--- config.mk ---
export PLATFORM = sky130hd
export DESIGN_NAME = logic_gate_unit
export DESIGN_NICKNAME = d
export VERILOG_FILES = /design/src/rtl/logic_gate_unit.sv
export SDC_FILE = /design/constraint.sdc
export NUM_CORES = 1
export LEC_CHECK = 0
export CORE_UTILIZATION = 52
export DETAILED_ROUTE_END_ITERATION = 8
export GPL_TIMING_DRIVEN = 0
export PLACE_DENSITY = 0.87
export SYNTH_ARGS = -nofsm -noshare
export SYNTH_HDL_FRONTEND = slang
export SYNTH_SLANG_ARGS = --single-unit
--- constraint.sdc ---
create_clock -name clk -period 2.4 [get_ports clk]
set_clock_uncertainty 0.05 [all_clocks]
set_input_delay 0.36 -clock clk [delete_from_list [all_inputs] [get_ports clk]]
set_output_delay 0.36 -clock clk [all_outputs]
set_load 0.005 [all_outputs]
--- src/rtl/logic_gate_unit.sv ---
// Two-stage pipelined N-operand bitwise gate with valid/ready handshakes on both
// sides and a saturating count of completed output transfers.
module logic_gate_unit #(
  parameter int unsigned WIDTH   = 8,
  parameter int unsigned N_IN    = 2,
  parameter int unsigned COUNT_W = 16
) (
  input  logic                    clk,
  input  logic                    rst,
  input  logic                    in_valid,
  output logic                    in_ready,
  input  logic [2:0]              in_mode,
  input  logic [N_IN*WIDTH-1:0]   in_ops,
  output logic                    out_valid,
  input  logic                    out_ready,
  output logic [WIDTH-1:0]        out_result,
  output logic                    out_err,
  output logic [COUNT_W-1:0]      xfer_count
);

  localparam logic [2:0] MODE_AND  = 3'd0;
  localparam logic [2:0] MODE_OR   = 3'd1;
  localparam logic [2:0] MODE_XOR  = 3'd2;
  localparam logic [2:0] MODE_NAND = 3'd3;
  localparam logic [2:0] MODE_NOR  = 3'd4;
  localparam logic [2:0] MODE_XNOR = 3'd5;
  localparam logic [2:0] MODE_PASS = 3'd6;

  localparam logic [COUNT_W-1:0] COUNT_MAX = {COUNT_W{1'b1}};
  localparam logic [COUNT_W-1:0] COUNT_ONE = {{(COUNT_W-1){1'b0}}, 1'b1};

  // Returns {err, result}; inverted modes invert the full N_IN-wide reduction.
  function automatic logic [WIDTH:0] reduce_ops(input logic [2:0] mode,
                                                input logic [N_IN*WIDTH-1:0] ops);
    logic [WIDTH-1:0] and_v;
    logic [WIDTH-1:0] or_v;
    logic [WIDTH-1:0] xor_v;
    logic [WIDTH-1:0] res;
    logic             err;
    and_v = {WIDTH{1'b1}};
    or_v  = {WIDTH{1'b0}};
    xor_v = {WIDTH{1'b0}};
    for (int k = 0; k < int'(N_IN); k++) begin
      and_v = and_v & ops[k*WIDTH +: WIDTH];
      or_v  = or_v  | ops[k*WIDTH +: WIDTH];
      xor_v = xor_v ^ ops[k*WIDTH +: WIDTH];
    end
    err = 1'b0;
    case (mode)
      MODE_AND:  res = and_v;
      MODE_OR:   res = or_v;
      MODE_XOR:  res = xor_v;
      MODE_NAND: res = ~and_v;
      MODE_NOR:  res = ~or_v;
      MODE_XNOR: res = ~xor_v;
      MODE_PASS: res = ops[WIDTH-1:0];
      default: begin
        res = {WIDTH{1'b0}};
        err = 1'b1;
      end
    endcase
    return {err, res};
  endfunction

  logic                  s1_valid_q, s1_valid_d;
  logic [2:0]            s1_mode_q,  s1_mode_d;
  logic [N_IN*WIDTH-1:0] s1_ops_q,   s1_ops_d;
  logic                  out_valid_q, out_valid_d;
  logic [WIDTH-1:0]      out_result_q, out_result_d;
  logic                  out_err_q, out_err_d;
  logic [COUNT_W-1:0]    count_q, count_d;

  logic                  stage2_adv_s;
  logic                  stage1_adv_s;
  logic [WIDTH:0]        red_s;

  assign stage2_adv_s = !out_valid_q || out_ready;
  assign stage1_adv_s = !s1_valid_q || stage2_adv_s;
  assign red_s        = reduce_ops(s1_mode_q, s1_ops_q);

  // Next-state for both pipeline stages and the transfer counter.
  always_comb begin
    s1_valid_d   = s1_valid_q;
    s1_mode_d    = s1_mode_q;
    s1_ops_d     = s1_ops_q;
    out_valid_d  = out_valid_q;
    out_result_d = out_result_q;
    out_err_d    = out_err_q;
    count_d      = count_q;

    if (stage1_adv_s) begin
      s1_valid_d = in_valid;
    end else begin
      s1_valid_d = s1_valid_q;
    end

    // Operands are captured only on an input handshake.
    if (stage1_adv_s && in_valid) begin
      s1_mode_d = in_mode;
      s1_ops_d  = in_ops;
    end else begin
      s1_mode_d = s1_mode_q;
      s1_ops_d  = s1_ops_q;
    end

    if (stage2_adv_s) begin
      out_valid_d = s1_valid_q;
    end else begin
      out_valid_d = out_valid_q;
    end

    if (stage2_adv_s && s1_valid_q) begin
      out_result_d = red_s[WIDTH-1:0];
      out_err_d    = red_s[WIDTH];
    end else begin
      out_result_d = out_result_q;
      out_err_d    = out_err_q;
    end

    if (out_valid_q && out_ready && (count_q != COUNT_MAX)) begin
      count_d = count_q + COUNT_ONE;
    end else begin
      count_d = count_q;
    end
  end

  // Pipeline and counter registers.
  always_ff @(posedge clk or posedge rst) begin
    if (rst) begin
      s1_valid_q   <= 1'b0;
      s1_mode_q    <= 3'd0;
      s1_ops_q     <= {(N_IN*WIDTH){1'b0}};
      out_valid_q  <= 1'b0;
      out_result_q <= {WIDTH{1'b0}};
      out_err_q    <= 1'b0;
      count_q      <= {COUNT_W{1'b0}};
    end else begin
      s1_valid_q   <= s1_valid_d;
      s1_mode_q    <= s1_mode_d;
      s1_ops_q     <= s1_ops_d;
      out_valid_q  <= out_valid_d;
      out_result_q <= out_result_d;
      out_err_q    <= out_err_d;
      count_q      <= count_d;
    end
  end

  assign in_ready   = stage1_adv_s;
  assign out_valid  = out_valid_q;
  assign out_result = out_result_q;
  assign out_err    = out_err_q;
  assign xfer_count = count_q;

endmodule
==> results of run 1 <==
-- power groups by stage --
| stage | Sequential (W) | Combinational, W | Clock, W |
|---|---|---|---|
| final | 0.00108 | 0.000846 | 0.000562 |
| after global placement | 0.00108 | 0.000797 | 0 |
| after CTS | 0.00108 | 0.000849 | 0.000572 |
| after floorplan | 0.00107 | 0.000477 | 0 |
| after global routing | 0.00110 | 0.000929 | 0.000603 |
| after detailed placement | 0.00109 | 0.000843 | 0 |
-- Yosys cell counts (all sizes together) --
cell / instances
nand2: 19
nor2: 14
nor4: 3
o31ai: 1
a221oi: 5
o211ai: 2
nor2b: 6
o21a: 1
buf: 4
nor3: 4
and4: 2
a32oi: 1
ha: 17
a211oi: 1
mux2i: 18
nand3b: 2
o21ai: 8
a21oi: 2
dfrtp: 46
nand3: 9
nand2b: 7
o22ai: 6
mux2: 29
or2: 3
a31oi: 2
a22o: 1
xor2: 8
o31a: 1
nand4: 4
or4: 1
o221ai: 1
clkbuf: 5
inv: 21
-- layout make-up --
cell class	count	area (sq um)
Buffer	9	37.5
Clock buffer	7	76.3
Clock inverter	1	30.0
Fill cell	372	1450
Inverter	21	78.8
Multi-Input combinational cell	178	1400
Sequential cell	46	1150
Tap cell	67	83.8
Timing Repair Buffer	50	510
-- stage by stage --
| stage | total power (W) | worst slack [ps] | area [sq um] |
|---|---|---|---|
| finish | 0.00249 | 314 | 3370 |
| global route | 0.00264 | 188 | 3370 |
| CTS | 0.00250 | 285 | 3370 |
| detailed placement | 0.00194 | 3.36 | 3260 |
| global placement | 0.00188 | 1.13 | 3240 |
| floorplan | 0.00154 | 683 | 2670 |
-- placed cells by master, fill, tap and decap left out, types with 2 or more instances in the layout --
cell type | netlist | layout
o21ai_0 | 8 | 8
o22ai_1 | 6 | 6
mux2i_1 | 18 | 18
nor2b_1 | 6 | 6
dfrtp_1 | 46 | 46
ha_1 | 17 | 17
xor2_1 | 8 | 8
o211ai_1 | 2 | 2
nand4_1 | 3 | 3
clkbuf_8 | 0 | 5
buf_2 | 3 | 3
nor4_2 | 2 | 2
a31oi_1 | 2 | 2
nor3_1 | 4 | 4
and4_1 | 2 | 2
nand2b_1 | 7 | 7
nand3b_1 | 2 | 2
nand3_1 | 9 | 9
a221oi_1 | 5 | 5
inv_1 | 21 | 20
clkdlybuf4s50_1 | 0 | 49
or2_2 | 3 | 3
mux2_2 | 29 | 29
nor2_1 | 14 | 14
clkbuf_1 | 5 | 7
a21oi_1 | 2 | 2
nand2_1 | 19 | 19
-- sequential cells by signal, summed over array words and instances (netlist names) --
register and flops:
out_err 1, out_result 8, out_valid 1, s1_mode_q 3
s1_ops_q 16, s1_valid_q 1, xfer_count 16
-- worst max-delay path, delay by kind of cell --
kind / cells / cell delay [ps]
multiplexers: 1 / 370
AND/OR/NAND/NOR: 2 / 620
buffers and inverters: 2 / 870
-- worst paths after layout --
check | startpoint | slack (ps) | endpoint
max reg2reg | s1_mode_q[1] | 470 | out_result[5]
min | rst | 250 | out_result[3]
max in group asynchronous | rst | 1580 | s1_ops_q[4]
min reg2reg | out_result[1] | 430 | out_result[1]
min in group clk | out_result[1] | 430 | out_result[1]
max | out_ready | 310 | s1_ops_q[9]
-- kinds of logic after synthesis --
family          count (synthesis)  synth area share
simple gates                   74             0.148
compound gates                 32            0.0811
fa+ha+maj                      17            0.0797
mux                            47             0.190
flops                          46             0.431
xor+xnor                        8            0.0263
buf+inv                        30            0.0436
-- metal layers --
metal	vias to the layer above	wire length [um]	track usage	share of wire
met2	50	2920	0.418	0.51
met3	8	221	0.0425	0.038
met4	0	72	0.0577	0.013
met5	-	0	0	0
li1	1009	-	-	-
met1	1035	2540	0.285	0.44
==> summary.md, run 1 <==
| Metric | Value |
|---|---|
| Period utilization | 0.869 |
| DR pass1 iterations | 4 |
| Port bufs | 49 |
| Max Cap Viol | 0 |
| Final TNS setup | 0 ps |
| Endpoints failing setup | 0 |
| H-tree depth | 2 |
| Power per Cell Area | 739 nW/um^2 |
| Mapped Avg Cell Area | 10.5 sq um |
| Routed WL | 5750 um |
| Antenna Cells | 0 |
| Die area | 5420 sq um |
| Critical-path maximum fanout | 10 |
| Cells along the critical path | clkdlybuf4s50_1 -> nand3b_1 -> nand2_1 -> buf_2 -> mux2_2 |
| Yosys warnings | 0 |
| CTS buffer count | 5 |
| Initial antenna violation count | 0 |
| Hold WC Path Type | in -> async |
| Drt first-iter violations | 122 |
| Sequential area share after synthesis | 0.431 |
| Post-CTS sizing | 0 |
| Worst Path Required | 2540 ps |
| Synth cell types | 36 |
| Clock latency on the worst-skew pair | 300 ps |
| CP max stage delay | 490 ps |
| Final Max Tran Viols | 0 |
| Power share of the sequential group | 0.434 |
| Hold-fix buffers, CTS | 0 |
| R2r worst-path depth | 5 |
| Reg clk slew, reported paths | 80 ps |
| Yosys top cell area share | 0.431 |
| Clock share of power | 0.226 |
| Maximum root-to-sink buffer count | 2 |
| Psw | 0.000767 W |
| Placed Cells | 371 |
| Critical path capture point type | flop |
| Vias in the first global route | 2,016 |
| Synthesis-stage register bit count | 46 |
| Outcome | finished, final reports clean |
| Critical path class | in -> reg |
| Antenna Violating Nets Remaining | 0 |
| Fin crit period | 2090 ps |
| # nets final | 351 |
| Largest net degree at the start of global routing | 37 |
| Worst slew pin tran | 598 ps |
| TritonCTS clock tree | yes |
| Non-Filler Instances | 379 |
| Initial core utilization | 0.554 |
| Fmax | 0.479 GHz |
| HPWL after DPL | 4190 um |
| Global-route wire length before repair | 9440 um |
| Mapped Nets | 294 |
| Num ports | 50 |
| Remaining DRCs | 0 |
| Layout cells sized above 1 | 0.151 |
| Sw Share | 0.308 |
| Hold Fails Final Rpt | 0 |
| Worst path arrival time | 2220 ps |
| Core Area | 4820 sq um |
| DR vias/cell | 5.55 |
| Die height | 73.6 um |
| Internal power | 0.00172 W |
| Total grt overflow | 0 |
| Post-CTS Setup Repair Bufs | 0 |
| Synth Instances | 254 |
| Via count | 2,102 |
| Slowest cell on crit path | clkdlybuf4s50_1 |
| VDD IR max | 0.426 mV |
| Wire per inst | 15.2 um |
| FP Rows | 25 |
| Cell area after synthesis | 2670 sq um |
| Final core utilization | 0.699 |
| Chip width | 73.6 um |
| Top cells by area, synth | dfrtp_1 43%, mux2_2 12%, ha_1 8.0% |
| Tot GR Track Use | 0.232 |
| RSZ-0062 raised after global routing | no |
| Most area-hungry cell type in the Yosys netlist | dfrtp_1 |
| WHS | 251 ps |
| Crit path launch type | primary input |
| Clock Tree Root | clkbuf_8 |
| Leak | 1.51 nW |
| Total clock sinks | 46 |
| Share of total power in combinational logic | 0.340 |
| Routability cong. | 0.851 |
| Area Overhead vs Synth | 26.3% |
| Max-slew headroom | 0.601 |
Power figures use the tool's default switching activity.
==> run 2, diff against run 1 <==
--- a/config.mk
+++ b/config.mk
@@ -8,7 +8,9 @@
 export CORE_UTILIZATION = 52
 export DETAILED_ROUTE_END_ITERATION = 8
 export GPL_TIMING_DRIVEN = 0
+export HOLD_SLACK_MARGIN = 0.12
 export PLACE_DENSITY = 0.87
+export SLEW_MARGIN = 20
 export SYNTH_ARGS = -nofsm -noshare
 export SYNTH_HDL_FRONTEND = slang
 export SYNTH_SLANG_ARGS = --single-unit
==> run 2 against run 1 <==
Sequential cell count did not move. Sequential share of layout area did not move. Total power barely moved. Sequential power barely moved. Cell area did not move. Global-route usage rose by 0.21 points. Hold slack improved by 63 ps. Combinational power barely moved. Register-to-register slack got worse by 20 ps. First-iteration DRC count rose by 16%. Critical path type unchanged. Largest cell class unchanged. Largest power group unchanged.
==> summary.md, run 2 (synthesis gave the netlist of run 1 again) <==
| Metric | Value |
|---|---|
| Outcome | finished, final reports clean |
| RSZ-0062 raised after global routing | no |
| Antenna Violating Nets Remaining | 0 |
| Post-CTS sizing | 0 |
| Wire per inst | 15.2 um |
| Hold WC Path Type | in -> async |
| Post-CTS Setup Repair Bufs | 0 |
| Chip width | 73.6 um |
| Reg clk slew, reported paths | 80 ps |
| Critical path class | in -> reg |
| Final core utilization | 0.699 |
| FILL cells | 375 |
| Critical path capture point type | flop |
| Final Cell Area | 3370 sq um |
| Max Cap Viol | 0 |
| Worst Path Required | 2530 ps |
| R2r worst-path depth | 5 |
| Hold Fails Final Rpt | 0 |
| CP max stage delay | 490 ps |
| Remaining DRCs | 0 |
| H-tree depth | 2 |
| Worst setup startpoint | out_ready |
| Core Area | 4820 sq um |
| Post-route setup slack | 308 ps |
| Worst slew pin tran | 594 ps |
| Initial core utilization | 0.554 |
| # nets final | 351 |
| Leak | 1.51 nW |
| Placed cell area | 3260 sq um |
| VDD IR max | 0.426 mV |
| Most common cell after layout, fill and taps aside | clkdlybuf4s50_1 |
| Endpoints failing setup | 0 |
| Port bufs | 49 |
| Layout cells sized above 1 | 0.151 |
| Maximum root-to-sink buffer count | 2 |
| Routability cong. | 0.851 |
| Drt first-iter violations | 141 |
| Initial antenna violation count | 0 |
| Die height | 73.6 um |
| Total clock sinks | 46 |
| TritonCTS clock tree | yes |
| Total chip power | 0.00249 W |
| Most frequent cells in the layout | 49 x clkdlybuf4s50_1, 46 x dfrtp_1, 29 x mux2_2, 20 x inv_1, 19 x nand2_1 |
| Worst path arrival time | 2220 ps |
| Slowest cell on crit path | clkdlybuf4s50_1 |
| Crit Reg-Reg Startpoint | s1_mode_q[1] |
| Flop-to-flop setup slack | 450 ps |
| Cells along the critical path | clkdlybuf4s50_1 -> nand3b_1 -> nand2_1 -> buf_2 -> mux2_2 |
| Setup WS pre-CTS | 3.36 ps |
| Power per Cell Area | 738 nW/um^2 |
| Final Max Tran Viols | 0 |
| Antenna Cells | 0 |
| Period utilization | 0.872 |
| Multi-input gate area | 1400 sq um |
| DR vias/cell | 5.51 |
| Fmax | 0.478 GHz |
| Clock latency on the worst-skew pair | 290 ps |
| Num ports | 50 |
| Global-route wire length before repair | 9500 um |
| Largest net degree at the start of global routing | 31 |
| Area Overhead vs Synth | 26.3% |
| CTS buffer count | 5 |
| Critical-path maximum fanout | 10 |
| Fin crit period | 2090 ps |
| Clock Tree Root | clkbuf_8 |
| Final TNS setup | 0 ps |
| CP endpoint | s1_ops_q[9] |
| Crit path launch type | primary input |
| Hold-fix buffers, CTS | 0 |
| Max-slew headroom | 0.604 |
| HPWL after DPL | 4230 um |
| Die area | 5420 sq um |
| Tot GR Track Use | 0.234 |
| Via count | 2,089 |
| FP Rows | 25 |
| DR pass1 iterations | 4 |
| Storage cell area | 1150 sq um |
| Reg-to-reg endpoint | out_result[5] |
| Vias in the first global route | 2,019 |
| Routed WL | 5770 um |
| Total grt overflow | 0 |
-- run 2: cell type report --
| type | count | share of cell area |
|---|---|---|
| sequential | 46 | 0.342 |
| clock buffer | 7 | 0.0227 |
| buffer | 9 | 0.0111 |
| multi-input combinational | 178 | 0.416 |
| timing repair buffer | 50 | 0.152 |
| tap | 67 | 0.0249 |
| clock inverter | 1 | 0.00891 |
| inverter | 21 | 0.0234 |
-- run 2: worst min path at each step --
| stage | endpoint | depth (start not counted) | slack (ps) | start |
|---|---|---|---|---|
| 2_1_floorplan | out_valid | 1 | 410 | s1_valid_q |
| 3_3_place_gp | out_result[1] | 2 | 410 | out_result[1] |
| 3_5_place_dp | out_result[1] | 2 | 420 | out_result[1] |
| 4_1_cts | xfer_count[12] | 2 | 330 | rst |
| 5_1_grt | xfer_count[12] | 2 | 350 | rst |
| 6_report | xfer_count[10] | 2 | 310 | rst |
-- run 2: metal layers --
metal / vias to the layer above / track usage / part of all wire
li1: 1005 / - / -
met1: 1036 / 0.292 / 0.45
met2: 40 / 0.418 / 0.51
met4: 0 / 0.0577 / 0.015
met3: 8 / 0.0425 / 0.028
met5: - / 0 / 0
-- run 2: worst max-delay path, delay by kind of cell --
family	cells	cell delay, ps
mux	1	380
simple gates	2	610
buf+inv	2	870
-- run 2: where the power goes --
part / switching [W] / internal (W)
logic: 0.000361 / 0.000485
registers: 0.000155 / 0.000925
clock network: 0.000249 / 0.000312
-- run 2: through the flow --
stage          std cells  hold slack (ps)
2_1_floorplan        254              407
3_3_place_gp         370              410
3_5_place_dp         371              422
4_1_cts              379              330
5_1_grt              379              346
6_report             379              315
==> run 3, diff against run 2 <==
--- a/config.mk
+++ b/config.mk
@@ -5,11 +5,12 @@
 export SDC_FILE = /design/constraint.sdc
 export NUM_CORES = 1
 export LEC_CHECK = 0
-export CORE_UTILIZATION = 52
+export CORE_UTILIZATION = 54
 export DETAILED_ROUTE_END_ITERATION = 8
+export DONT_BUFFER_PORTS = 1
 export GPL_TIMING_DRIVEN = 0
 export HOLD_SLACK_MARGIN = 0.12
-export PLACE_DENSITY = 0.87
+export PLACE_DENSITY = 0.76
 export SLEW_MARGIN = 20
 export SYNTH_ARGS = -nofsm -noshare
 export SYNTH_HDL_FRONTEND = slang
==> run 3 against run 2 <==
Routed wire length fell by 13%. Global-route usage fell by 2.7 points. Total power fell by 13%. Clock power fell by 12%. Critical path depth fell by 1. Register-to-register slack got worse by 20 ps. Setup slack improved by 120 ps. Combinational power fell by 31%. Largest power group unchanged. Highest routed layer unchanged.
==> summary.md, run 3 (synthesis gave the netlist of run 1 again) <==
| Metric | Value |
|---|---|
| Outcome | finished, final reports clean |
| Largest delay contributor family on the critical path | simple AND/OR/NAND/NOR gates |
| Die height | 72.3 um |
| FP Rows | 25 |
| Leak | 1.33 nW |
| Via count | 1,853 |
| Post-route setup slack | 425 ps |
| Post-CTS sizing | 0 |
| Final Max Tran Viols | 0 |
| Hold Path Depth | 1 |
| Setup WS pre-CTS | 435 ps |
| Period utilization | 0.823 |
| Hold-fix buffers, CTS | 2 |
| Initial core utilization | 0.561 |
| Port bufs | 0 |
| Antenna Cells | 0 |
| Worst slew pin tran | 604 ps |
| # nets final | 304 |
| Total clock sinks | 46 |
| Total grt overflow | 0 |
| Hold WC Path Type | in -> reg |
| Clock latency on the worst-skew pair | 300 ps |
| Fmax | 0.506 GHz |
| CP Depth | 4 |
| Cells along the critical path | nand3b_1 -> nand2_1 -> buf_2 -> mux2_2 |
| Area Overhead vs Synth | 8.20% |
| Vias in the first global route | 1,754 |
| Routed WL | 5010 um |
| Max Cap Viol | 0 |
| RSZ-0062 raised after global routing | no |
| Global-route wire length before repair | 8160 um |
| Antenna Violating Nets Remaining | 0 |
| Num ports | 50 |
| Worst path arrival time | 2110 ps |
| FILL cells | 408 |
| Final Cell Area | 2890 sq um |
| Reg clk slew, reported paths | 80 ps |
| Hold Fails Final Rpt | 0 |
| Tot GR Track Use | 0.207 |
| VDD IR max | 0.459 mV |
| Final core utilization | 0.607 |
| DR pass1 iterations | 4 |
| Most common cell after layout, fill and taps aside | dfrtp_1 |
| HPWL after DPL | 3730 um |
| WHS | 150 ps |
| DR vias/cell | 5.58 |
| Die area | 5230 sq um |
| Critical path class | reg -> reg |
| Post-CTS Setup Repair Bufs | 0 |
| Routability cong. | 0.782 |
| Slowest cell on crit path | dfrtp_1 |
| Maximum root-to-sink buffer count | 2 |
| R2r worst-path depth | 4 |
| Clock Tree Root | clkbuf_8 |
| WP buf/inv | 1 |
| Drt first-iter violations | 88 |
| Power per Cell Area | 752 nW/um^2 |
| CTS buffer count | 5 |
| Largest net degree at the start of global routing | 35 |
| Core Area | 4750 sq um |
| Most frequent cells in the layout | 46 x dfrtp_1, 29 x mux2_2, 20 x inv_1, 19 x nand2_1, 18 x mux2i_1 |
| Layout cells sized above 1 | 0.185 |
| Wire per inst | 15.1 um |
| Crit path launch type | flop |
| Endpoints failing setup | 0 |
| Remaining DRCs | 0 |
| Initial antenna violation count | 0 |
| Final TNS setup | 0 ps |
| Critical path capture point type | flop |
| Placed cell area | 2770 sq um |
| H-tree depth | 2 |
| Chip width | 72.3 um |
| Fin crit period | 1970 ps |
| Critical-path maximum fanout | 10 |
| TritonCTS clock tree | yes |
| CP max stage delay | 460 ps |
| Worst Path Required | 2540 ps |
| Max-slew headroom | 0.597 |
[run 3: routing by layer]
metal	up-vias	part of all wire	GRT usage	wire length, um
met5	-	0	0	0
met4	0	0.015	0.0784	74
met3	7	0.056	0.0736	283
met2	43	0.46	0.322	2300
met1	889	0.47	0.267	2350
li1	914	-	-	-
[run 3: cell type report]
class	count	area, sq um	area share
repair buffers	3	40.0	0.0139
flip-flops and latches	46	1150	0.399
multi-input cells	178	1400	0.485
well taps	67	83.8	0.0290
inverters	21	78.8	0.0273
plain buffers	9	37.5	0.0130
clock buffers	6	82.6	0.0286
clock inverters	2	12.5	0.00433
[run 3: worst reg2reg max path, cell delays in order (launching register included)]
cell,delay (ps)
dfrtp_1,460
nand3b_1,180
nand2_1,420
buf_2,380
mux2_2,370
[run 3: per-stage QoR]
stage	total power [W]	instances
after CTS	0.00220	332
after floorplan	0.00154	254
after global routing	0.00232	332
after global placement	0.00166	321
after detailed placement	0.00170	322
final	0.00217	332
[run 3: report_power, final]
part	internal, W	switching [W]
sequential	0.000925	0.000172
combinational	0.000290	0.000294
clock	0.000231	0.000260
total	0.00145	0.000726
[run 3: worst paths after layout]
path / start / slack [ps] / to
max in group asynchronous: rst / 1420 / s1_ops_q[2]
worst min register to register: s1_valid_q / 450 / out_valid
worst min-delay path: in_ops[10] / 150 / s1_ops_q[10]
worst max register to register: out_valid / 430 / s1_ops_q[3]
worst max-delay path: out_valid / 430 / s1_ops_q[3]
min in group asynchronous: rst / 400 / out_err
==> RTL change 1 (config.mk and constraints of run 2) <==
Make the reset (`rst`) synchronous in one clocked block.
--- a/src/rtl/logic_gate_unit.sv
+++ b/src/rtl/logic_gate_unit.sv
@@ -126,5 +126,5 @@
 
   // Pipeline and counter registers.
-  always_ff @(posedge clk or posedge rst) begin
+  always_ff @(posedge clk) begin
     if (rst) begin
       s1_valid_q   <= 1'b0;
Behaviour: differs if rst is asserted again (counterexample within 4 cycles, from zero or initial values and one cycle with rst high); with rst held inactive, the same outputs for 10 cycles.
==> RTL change 1 against run 2 <==
Wire length rose by 10%; highest routed layer unchanged; synthesized area fell by 3.2%; final cell count rose by 13%; setup slack improved by 0.044 ns; sequential cell count did not move; design area fell by 2.2%; largest cell class unchanged.
Power is not compared: it rests on default switching activity, and its combinational part moved more than twofold at a synthesized area within 25%.
==> RTL change 1: results (changes against run 2) <==
[drt]
wl_per_cell_um = 14.8  ; was 15.2 um
viasPerCell = 5.61  ; was 5.51
totalWireLength_um = 6350  ; was 5770 um
drt-initial-drc-count = 236  ; was 141

[cells_and_area]
fillers = 411  ; was 375
nets = 401  ; was 351
drive_above_1_share_pct = 8.29  ; was 15.1%

[setup_path]
r2r_end = xfer_count[14]$_SDFFE_PP0P_  ; was out_result[5]$_DFFE_PP0P_
timing.rr.start = xfer_count[0]$_SDFFE_PP0P_  ; was s1_mode_q[1]$_DFFE_PP0P_
crit_path_max_fanout = 4  ; was 10
rrSetupSlack_ns = 0.62  ; was 0.45 ns

[placement]
gp_congestion = 0.838  ; was 0.851
place_area_um2 = 3160  ; was 3260 um2
dp_cells = 421  ; was 371
dp_hpwl_um = 4570  ; was 4230 um

[global_route]
grt_max_degree = 16  ; was 31
grt_usage_pct = 26.2  ; was 23.4%
grt_pass1_vias = 2340  ; was 2019
grt_pass1_wl_um = 10600  ; was 9500 um

[yosys]
synthTopCellsByCount = nand2_1, dfxtp_1, a21oi_1, nor2_1  ; was dfrtp_1, mux2_2, inv_1, nand2_1, mux2i_1
syn_nets = 345  ; was 294
ys_types = 47  ; was 36
ys_async_sr_fraction_pct = 0  ; was 100%
synth_compound_area_share_pct = 16.2  ; was 8.11%
synth_area_leaders = dfxtp_1, ha_1, nand2_1  ; was dfrtp_1, mux2_2, ha_1
synthAdderAreaFrac_pct = 8.23  ; was 7.97%
syn_inst = 305  ; was 254
ys_seq_area_share_pct = 35.6  ; was 43.1%
synthMuxAreaShare_pct = 6.30  ; was 19.0%

[outcome]
status = completed  ; unchanged

[worst_hold_path]
min_path_type = reg2reg  ; was in2async

[clock_network]
worstSkewPairLatency_ns = 0.31  ; was 0.29 ns
cts_max_path_buffers = 2  ; unchanged

[sta]
holdWs_ns = 0.388  ; was 0.315 ns
slew_headroom_pct = 61.4  ; was 60.4%

## RTL change 1: changes by cell type after synthesis, sizes merged, moves of 9 or more
cell,delta
nor2,+9
nand2,+36
a21oi,+29
mux2,-29
dfxtp,+46
dfrtp,-46
## RTL change 1: final cells by class
type                            instances  area, um2  area share, %
Timing Repair Buffer                   49        490           14.9
Sequential cell                        46        921           27.9
Clock inverter                          3       68.8           2.09
Multi-Input combinational cell        225       1490           45.3
Buffer                                 16        103           3.11
Inverter                               18       67.6           2.05
Clock buffer                            5       68.8           2.09
Tap cell                               67       83.8           2.54
## RTL change 1: logic make-up after synthesis
group | count (synthesis)
muxes | 15
xor gates and xnor gates | 9
adders and majority gates | 17
buffers and inverters | 34
AOI/OAI and AO/OA | 63
and+or+nand+nor | 121
DFF | 46
## RTL change 1: worst max path at each step
stage                                  to  slack, ns  cells after the start
6_report                         in_ready       0.35                      4
5_1_grt                          in_ready       0.31                      4
4_1_cts                          in_ready       0.36                      4
3_5_place_dp     s1_ops_q[8]$_SDFFE_PP0P_       0.30                      8
3_3_place_gp   out_result[5]$_SDFFE_PP0P_       0.35                      6
2_1_floorplan  xfer_count[4]$_SDFFE_PP0P_       0.77                      6
## RTL change 1: layer usage
metal	share of wire, %	track usage, %
met1	41	30.0
met2	50	45.6
met3	7.0	7.22
met4	2.3	11.8
met5	0	0
## RTL change 1: worst max-delay path, delay by kind of cell
family / cells / cell delay [ns]
buffers and inverters: 2 / 0.95
AND/OR/NAND/NOR: 2 / 0.33
## RTL change 1: through the flow
step | utilization [%] | setup slack [ns]
detailed placement | 66.4 | 0.303
global route | 69.3 | 0.311
finish | 69.3 | 0.352
global placement | 66.4 | 0.347
CTS | 69.3 | 0.358
floorplan | - | 0.775
## RTL change 1: power by group
group	switching, mW	internal [mW]
combinational	0.129	0.125
clock	0.274	0.417
sequential	0.0255	0.789
total	0.429	1.33
==> RTL change 2 (config.mk and constraints of run 2) <==
Made on the original files. Set the parameter `N_IN` to 1 (it was 2).
--- a/src/rtl/logic_gate_unit.sv
+++ b/src/rtl/logic_gate_unit.sv
@@ -3,5 +3,5 @@
 module logic_gate_unit #(
   parameter int unsigned WIDTH   = 8,
-  parameter int unsigned N_IN    = 2,
+  parameter int unsigned N_IN    = 1,
   parameter int unsigned COUNT_W = 16
 ) (
Ports: changed (resized in_ops); port bits go from 50 to 42. The function was not compared with the original's and may differ.
==> RTL change 2 against run 2 <==
Die area fell by 30%; power fell by 25%; design area fell by 30%; sequential power fell by 15%; setup slack improved by 0.16 ns; wire length fell by 31%; register-to-register slack improved by 0.05 ns; utilization rose by 0.44 points; via count fell by 34%; synthesized area fell by 31%; synthesized cell count fell by 40%; sequential cell count fell by 8.
==> RTL change 2: results (changes against run 2) <==
[outcome]
status = completed  ; unchanged

[global_route]
grt_pass1_wl_um = 6400  ; was 9500 um
use_met2_pct = 39.9  ; was 41.8%
use_met1_pct = 29.0  ; was 29.2%
grt_max_degree = 39  ; was 31

[cells_and_area]
area_delta_synth_final_pct = 28.7  ; was 26.3%
drive_above_1_share_pct = 19.4  ; was 15.1%
fillers = 268  ; was 375

[setup_path]
r2r_end = xfer_count[1]$_DFFE_PP0P_  ; was out_result[5]$_DFFE_PP0P_
timing.rr.start = xfer_count[12]$_DFFE_PP0P_  ; was s1_mode_q[1]$_DFFE_PP0P_
critPathMaxStageDelay_ns = 0.51  ; was 0.49 ns
crit_path_max_fanout = 4  ; was 10
rrSetupSlack_ns = 0.50  ; was 0.45 ns

[drt]
wl_met2_um = 1990  ; was 2910 um
wl_per_cell_um = 16.1  ; was 15.2 um
drt-initial-drc-count = 60  ; was 141
m1WireLength_um = 1710  ; was 2600 um
viasPerCell = 5.60  ; was 5.51
totalWireLength_um = 3980  ; was 5770 um

[clock_network]
worstSkewPairLatency_ns = 0.34  ; was 0.29 ns
root_buffer = clkbuf_4  ; was clkbuf_8

[placement]
dp_hpwl_um = 2850  ; was 4230 um
gp_congestion = 0.798  ; was 0.851
port_buffers = 41  ; was 49
place_area_um2 = 2310  ; was 3260 um2

[sta]
holdWs_ns = 0.404  ; was 0.315 ns

[power]
leakagePower_nw = 1.02  ; was 1.51 nW

[yosys]
synthTopCellsByCount = dfrtp_1, mux2_2, nand2_1, xor2_1, o221ai_1  ; was dfrtp_1, mux2_2, inv_1, nand2_1, mux2i_1
synth.avg_cell_area_um2 = 12.1  ; was 10.5 um2

[RTL change 2: changes by cell type after synthesis, sizes merged, moves of 7 or more]
cell   change
ha        -16
inv       -19
mux2i     -17
o21ai      -7
nor2      -10
dfrtp      -8
[RTL change 2: layout make-up]
class                   instances  area share [%]
flip-flops and latches         38            40.2
well taps                      46            2.43
clock inverters                 1           0.211
repair buffers                 41            17.3
clock buffers                   7            2.33
multi-input cells             108            36.5
inverters                       2           0.317
plain buffers                   4           0.687
[RTL change 2: power breakdown]
part / switching (mW) / internal (mW) / total (mW)
logic: 0.205 / 0.385 / 0.590
registers: 0.145 / 0.776 / 0.922
clock network: 0.204 / 0.142 / 0.346
total: 0.554 / 1.30 / 1.86
[RTL change 2: cell families after synthesis]
logic type	count (synthesis)	synth area share, %
simple gates	52	16.7
xor+xnor	15	7.14
mux	28	17.3
fa+ha+maj	1	0.680
flops	38	51.7
buf+inv	6	1.29
compound gates	12	5.24
[RTL change 2: worst reg2reg max path, stage by stage, from the launching register on]
cell	delay, ns
dfrtp_1	0.46
nand4_1	0.27
nor4_4	0.60
nor2_2	0.11
mux2_4	0.31
[RTL change 2: worst max path at each step]
stage	from	to	slack, ns	cells after the start
final	out_ready	in_ready	0.46	3
after global routing	xfer_count[12]$_DFFE_PP0P_	xfer_count[1]$_DFFE_PP0P_	0.40	4
after CTS	out_ready	in_ready	0.46	3
after detailed placement	out_ready	out_result[4]$_DFFE_PP0P_	0.28	5
after global placement	out_ready	out_result[2]$_DFFE_PP0P_	0.31	5
after floorplan	xfer_count[4]$_DFFE_PP0P_	xfer_count[1]$_DFFE_PP0P_	0.76	4
